`src/rtl/PixelSensorConfig.sv`:
```
// Sensor-wide geometry constants shared by the readout path.
// Latency: none (constants only).
// Backpressure: none (constants only).
package PixelSensorConfig;
    parameter int PIXEL_ARRAY_WIDTH = 8;  // pixels per row
    parameter int OUTPUT_BUS_WIDTH  = 2;  // pixels per output beat
    parameter int PIXEL_BITS        = 4;  // bits per pixel
endpackage

```
`src/rtl/row_output_serializer.sv`:
```
// Two-slot ping-pong row store; streams each captured row out as BEATS narrow beats.
// Latency: load accepted at edge n -> beat 0 valid after edge n (if the read slot was empty).
// Backpressure: valid/ready on the output; load_ready low while both slots are full, a load then is dropped and sets sticky overflow.
//
// Ports:
//   clk, reset (async, active-low), clear (sync flush)
//   load / data_in / load_ready : full-row capture side
//   data_out / out_valid / out_ready / out_first / out_last : beat stream
//   overflow : sticky, set by a load while load_ready is low
module row_output_serializer #(
    parameter int PIXEL_ARRAY_WIDTH = PixelSensorConfig::PIXEL_ARRAY_WIDTH,
    parameter int OUTPUT_BUS_WIDTH  = PixelSensorConfig::OUTPUT_BUS_WIDTH,
    parameter int PIXEL_BITS        = PixelSensorConfig::PIXEL_BITS,
    parameter bit REVERSE_ORDER     = 1'b0
) (
    input  logic                                         clk,
    input  logic                                         reset,
    input  logic                                         clear,
    input  logic                                         load,
    input  logic [PIXEL_ARRAY_WIDTH-1:0][PIXEL_BITS-1:0] data_in,
    output logic                                         load_ready,
    output logic [OUTPUT_BUS_WIDTH-1:0][PIXEL_BITS-1:0]  data_out,
    output logic                                         out_valid,
    input  logic                                         out_ready,
    output logic                                         out_first,
    output logic                                         out_last,
    output logic                                         overflow
);

    localparam int BEATS    = PIXEL_ARRAY_WIDTH / OUTPUT_BUS_WIDTH;
    localparam int CNT_BITS = (BEATS > 1) ? $clog2(BEATS) : 1;
    localparam logic [CNT_BITS-1:0] LAST_BEAT = CNT_BITS'(BEATS - 1);

    typedef logic [PIXEL_ARRAY_WIDTH-1:0][PIXEL_BITS-1:0] row_t;
    typedef logic [OUTPUT_BUS_WIDTH-1:0][PIXEL_BITS-1:0]  beat_t;

    // Geometry sanity: a row must split into whole beats.
    if (OUTPUT_BUS_WIDTH < 1 || (PIXEL_ARRAY_WIDTH % OUTPUT_BUS_WIDTH) != 0) begin : g_bad_geometry
        $error("row_output_serializer: PIXEL_ARRAY_WIDTH must be a multiple of OUTPUT_BUS_WIDTH");
    end

    row_t                slot_dat [2];
    logic [1:0]          slot_full;
    logic [1:0]          slot_full_nxt;
    logic                wr_sel;
    logic                rd_sel;
    logic [CNT_BITS-1:0] beat;
    logic [CNT_BITS-1:0] grp;
    row_t                rd_row;
    beat_t               beat_dat;
    logic                beat_is_last;
    logic                load_acc;
    logic                load_rej;
    logic                xfer;
    logic                xfer_last;

    // ------------------------------------------------------------------
    // Handshake decode. Everything here derives from registered state plus
    // the current-cycle strobes, so load_ready never depends on out_ready.
    // ------------------------------------------------------------------
    assign load_ready   = ~(&slot_full);
    assign out_valid    = slot_full[rd_sel];
    assign beat_is_last = (beat == LAST_BEAT);
    assign load_acc     = load && load_ready && !clear;
    assign load_rej     = load && !load_ready;
    assign xfer         = out_valid && out_ready;
    assign xfer_last    = xfer && beat_is_last;

    assign out_first = out_valid && (beat == '0);
    assign out_last  = out_valid && beat_is_last;

    // Reverse mode walks groups from the top; pixel order within a beat is kept.
    assign grp    = REVERSE_ORDER ? (LAST_BEAT - beat) : beat;
    assign rd_row = slot_dat[rd_sel];

    // Beat selection is a mux over the stored row, never a shift, so the slot
    // contents stay put until the slot is released on the last transfer.
    always_comb begin
        beat_dat = '0;
        for (int g = 0; g < BEATS; g++) begin
            if (grp == CNT_BITS'(g)) begin
                beat_dat = rd_row[g*OUTPUT_BUS_WIDTH +: OUTPUT_BUS_WIDTH];
            end
        end
    end

    // Bus idles at zero so stale rows never appear on the pads.
    assign data_out = out_valid ? beat_dat : '0;

    // Slot occupancy. The write slot is always empty whenever load_ready is
    // high (slots fill and drain in strict alternation), so a release and a
    // capture in the same cycle always touch different slots.
    always_comb begin
        slot_full_nxt = slot_full;
        if (xfer_last) begin
            slot_full_nxt[rd_sel] = 1'b0;
        end
        if (load_acc) begin
            slot_full_nxt[wr_sel] = 1'b1;
        end
    end

    // ------------------------------------------------------------------
    // Control state
    // ------------------------------------------------------------------
    always_ff @(posedge clk or negedge reset) begin
        if (!reset) begin
            slot_full <= '0;
            wr_sel    <= 1'b0;
            rd_sel    <= 1'b0;
            beat      <= '0;
            overflow  <= 1'b0;
        end else if (clear) begin
            // Flush wins over any load or transfer in the same cycle.
            slot_full <= '0;
            wr_sel    <= 1'b0;
            rd_sel    <= 1'b0;
            beat      <= '0;
            overflow  <= 1'b0;
        end else begin
            slot_full <= slot_full_nxt;
            if (load_acc) begin
                wr_sel <= ~wr_sel;
            end
            if (load_rej) begin
                overflow <= 1'b1;
            end
            if (xfer) begin
                if (beat_is_last) begin
                    beat   <= '0;
                    rd_sel <= ~rd_sel;
                end else begin
                    beat <= beat + 1'b1;
                end
            end
        end
    end

    // ------------------------------------------------------------------
    // Row storage: written only on an accepted load, into the write slot.
    // ------------------------------------------------------------------
    always_ff @(posedge clk or negedge reset) begin
        if (!reset) begin
            for (int s = 0; s < 2; s++) begin
                slot_dat[s] <= '0;
            end
        end else if (load_acc) begin
            slot_dat[wr_sel] <= data_in;
        end
    end

endmodule
```
`config.mk`:
```
export PLATFORM = sky130hd
export DESIGN_NAME = row_output_serializer
export DESIGN_NICKNAME = d
export VERILOG_FILES = /design/src/rtl/PixelSensorConfig.sv /design/src/rtl/row_output_serializer.sv
export SDC_FILE = /design/constraint.sdc
export NUM_CORES = 1
export LEC_CHECK = 0
export CORE_ASPECT_RATIO = 0.6
export CORE_MARGIN = 10
export CORE_UTILIZATION = 45
export DETAILED_ROUTE_END_ITERATION = 12
export PLACE_DENSITY = 0.74
export SLEW_MARGIN = 25
export SYNTH_ARGS = -nofsm -noshare
export SYNTH_HDL_FRONTEND = slang
export SYNTH_SLANG_ARGS = --single-unit
export TNS_END_PERCENT = 50
```
`constraint.sdc`:
```
create_clock -name clk -period 2.95 [get_ports clk]
set_clock_uncertainty 0.15 [all_clocks]
set_input_delay 0.7375 -clock clk [delete_from_list [all_inputs] [get_ports clk]]
set_output_delay 0.7375 -clock clk [all_outputs]
set_load 0.05 [all_outputs]
```
==> run_results.csv, run 1 <==
group,metric,value,unit
drt,routed_via_density,5.46,
power,leakage,1.86,nW
floorplan,design.core.area,7330,um2
drt,vias,2313,
clocking,cts_setup_buffers,0,
floorplan,dieHeight,87.6,um
grt,grt-ovfl-total,0,
grt,grt_pass1_vias,2571,
logic_synthesis,ys_seq_area_share,51.8,%
power,sequentialPowerShare,41.2,%
clocking,root_buffer,"clkbuf_16",
sta,fin_crit,2930,ps
placed_design,dpl-instance-area,4290,um2
sta,worstMarginPinSlew,538,ps
clocking,path_clk_slew,50,ps
drt,wl_per_cell,19.2,um
logic_synthesis,avgSynthCellArea,13.1,um2
logic_synthesis,synth_area,3430,um2
placed_design,place_hpwl,5660,um
status,status,"complete, no violations",
finish,drive_above_1_share,45.0,%
sta,fmax,0.342,GHz
power,swShare,25.4,%
power,p_int,2.49,mW
sta,setup_ws,22.9,ps
drt,drt_iter0_markers,111,
critical_path,start_kind,"flop",
sta,hold_viol,0,
clocking,numCtsBuffers,9,
grt,grt_pass1_wl,13600,um
hold_path,hold_path_class,"input port to asynchronous set/reset pin",
finish,fin_area,4630,um2
clocking,h-tree-depth,3,
critical_path,crit_path_end_kind,"output port",
sta,post-route-period-util,99.2,%
clocking,cts_tree,"done",
clocking,cts_sinks,71,
critical_path,arrival,2040,ps
floorplan,die_x,133,um
floorplan,initial_core_util,46.8,%
power,clkPwrFrac,35.6,%
floorplan,ios,50,
logic_synthesis,ys_seq_elements,71,
power,peakVddDrop,309,uV
clocking,insertion_delay,330,ps
logic_synthesis,synth_nets,303,
grt,grt_usage,15.1,%
drt,routed_wl,8150,um
finish,syn2layout_area_growth,35.1,%
critical_path,crit_path_start,"beat[0]",
power,power_frac_comb,23.2,%
floorplan,rows,24,
sta,grt_setup_unrepaired,"yes",
logic_synthesis,synth_cell_types,30,
logic_synthesis,synth_cells,262,
flow_run,maxCapViolations,0,
clocking,cts_buffer_depth,2,
placed_design,gp_congestion,0.783,
drt,ant_nets,0,
sta,timing.slew.headroom,64.1,%
grt,antenna_found_initial,0,
power,power.switching,0.850,mW
finish,nFillCells,573,
critical_path,crit_required,2060,ps
finish,antenna_cells,0,
drt,drt_pass1_iterations,4,
sta,setup_viol,0,
drt,post-route-drc-count,0,
sta,slew_viol_final,0,
critical_path,path_max_fanout,8,
power,powerDensity,722,nW/um2
placed_design,io_buffers,49,
placed_design,post-place-ws,302,ps
floorplan,die_area,11600,um2
critical_path,r2r-start,"slot_full[0]",
grt,grt_max_degree,72,
logic_synthesis,yosys_warnings,0,
critical_path,timing_worst_setup_path_type,"flop to output port",
finish,layout.nets,357,
sta,whs,261,ps
cell usage in the layout, fill, tap and decap left out, types with 4 or more instances in the layout:
| cell type | Yosys | final |
|---|---|---|
| a221oi_4 | 0 | 4 |
| clkdlybuf4s50_1 | 0 | 37 |
| buf_4 | 2 | 7 |
| nor2_1 | 4 | 4 |
| a221oi_2 | 0 | 4 |
| dfrtp_1 | 71 | 70 |
| a22oi_1 | 9 | 8 |
| buf_12 | 0 | 15 |
| clkbuf_16 | 0 | 9 |
| mux2_2 | 88 | 88 |
| o21ai_0 | 10 | 10 |
| nand2b_1 | 8 | 8 |
| a21oi_1 | 18 | 18 |
cells in the mapped netlist (all sizes together):
library cell,number,area (um2)
dfrtp,71,1780
nor2b,1,6.26
nand3b,2,15.0
and3b,1,8.76
and2,1,6.26
a221oi,8,70.1
nor3b,3,38.8
mux2,88,991
a31oi,1,6.26
mux2i,1,10.0
nand2,2,7.51
buf,14,90.1
o21ai,10,50.1
nand2b,8,50.1
nor2,4,15.0
or2,1,6.26
a21boi,1,11.3
ha,4,50.1
clkbuf,4,15.0
a21oi,18,90.1
nand4,1,6.26
xnor2,1,8.76
nand3,3,15.0
inv,5,18.8
a22oi,9,67.6
area by class of cell:
class	count	area [um2]	area share, %
flip-flops and latches	71	1780	38.4
multi-input cells	168	1630	35.2
repair buffers	61	739	16.0
clock buffers	12	267	5.75
well taps	104	130	2.81
clock inverters	3	65.1	1.40
inverters	5	22.5	0.486
logic make-up (layout without fill, tap and decap cells):
group,count (synthesis),count (layout),synth area share (%)
multiplexers,89,89,29.2
flip-flops,71,71,51.8
AO/OA/AOI/OAI,47,47,8.61
AND/OR/NAND/NOR,27,27,5.11
buffers and inverters,23,81,3.61
adder cells (fa/ha/maj),4,4,1.46
XOR/XNOR,1,1,0.255
state kept, by name, indices dropped and copies added, names as in the netlist:
signal,flops
beat,2
overflow,1
rd_sel,1
slot_dat,64
slot_full,2
wr_sel,1
metrics by stage:
| step | power, mW | TNS (ps) | util (%) | std cells |
|---|---|---|---|---|
| after floorplan | 1.87 | -126 | - | 262 |
| after global placement | 2.13 | 0 | 58.5 | 409 |
| after detailed placement | 2.17 | 0 | 58.5 | 409 |
| after CTS | 3.38 | 0 | 63.1 | 424 |
| after global routing | 3.52 | -394 | 63.3 | 424 |
| final | 3.34 | 0 | 63.3 | 424 |
power by group through the flow:
stage | clock network (mW) | logic, mW | registers [mW]
after floorplan | 0 | 0.534 | 1.34
after global placement | 0 | 0.760 | 1.37
after detailed placement | 0 | 0.781 | 1.39
after CTS | 1.22 | 0.783 | 1.38
after global routing | 1.27 | 0.840 | 1.41
final | 1.19 | 0.776 | 1.38
routing by layer:
layer | GRT usage, % | wire length, um | vias up
met3 | 6.29 | 462 | 13
met2 | 22.6 | 3630 | 51
li1 | - | - | 1070
met4 | 5.47 | 132 | 0
met1 | 19.2 | 3930 | 1179
met5 | 0 | 0 | -
repair_timing:
item / CTS / global route
hold buffers: 0 / 0
setup endpoints to repair: 8 / 9
pin swaps: 4 / 4
resized for setup: 2 / 3
critical path: stages (launching register included):
cell      delay (ps)
dfrtp_1          420
inv_2             70
ha_2             210
nor3b_2          190
buf_6            160
a21oi_1           80
a221oi_2         390
buf_12           190
path summary, 6_finish.rpt:
kind                                     end  slack [ps]  depth (start not counted)
worst max-delay path             data_out[7]          20                          7
worst min-delay path            slot_dat[16]         260                          2
worst max register to register  slot_dat[53]         880                          5
worst min register to register  slot_dat[58]         350                          1
max in group asynchronous             rd_sel        2050                          2
min in group clk                slot_dat[58]         350                          1
Note: power is estimated with default switching activity, not from simulation.
==> run 2: changes to the inputs <==
--- a/config.mk
+++ b/config.mk
@@ -9,6 +9,7 @@
 export CORE_MARGIN = 10
 export CORE_UTILIZATION = 45
 export DETAILED_ROUTE_END_ITERATION = 12
+export HOLD_SLACK_MARGIN = 0.15
 export PLACE_DENSITY = 0.74
 export SLEW_MARGIN = 25
 export SYNTH_ARGS = -nofsm -noshare
==> results of run 2 <==
No change in the layout: final DEF, timing and power equal those of run 1.
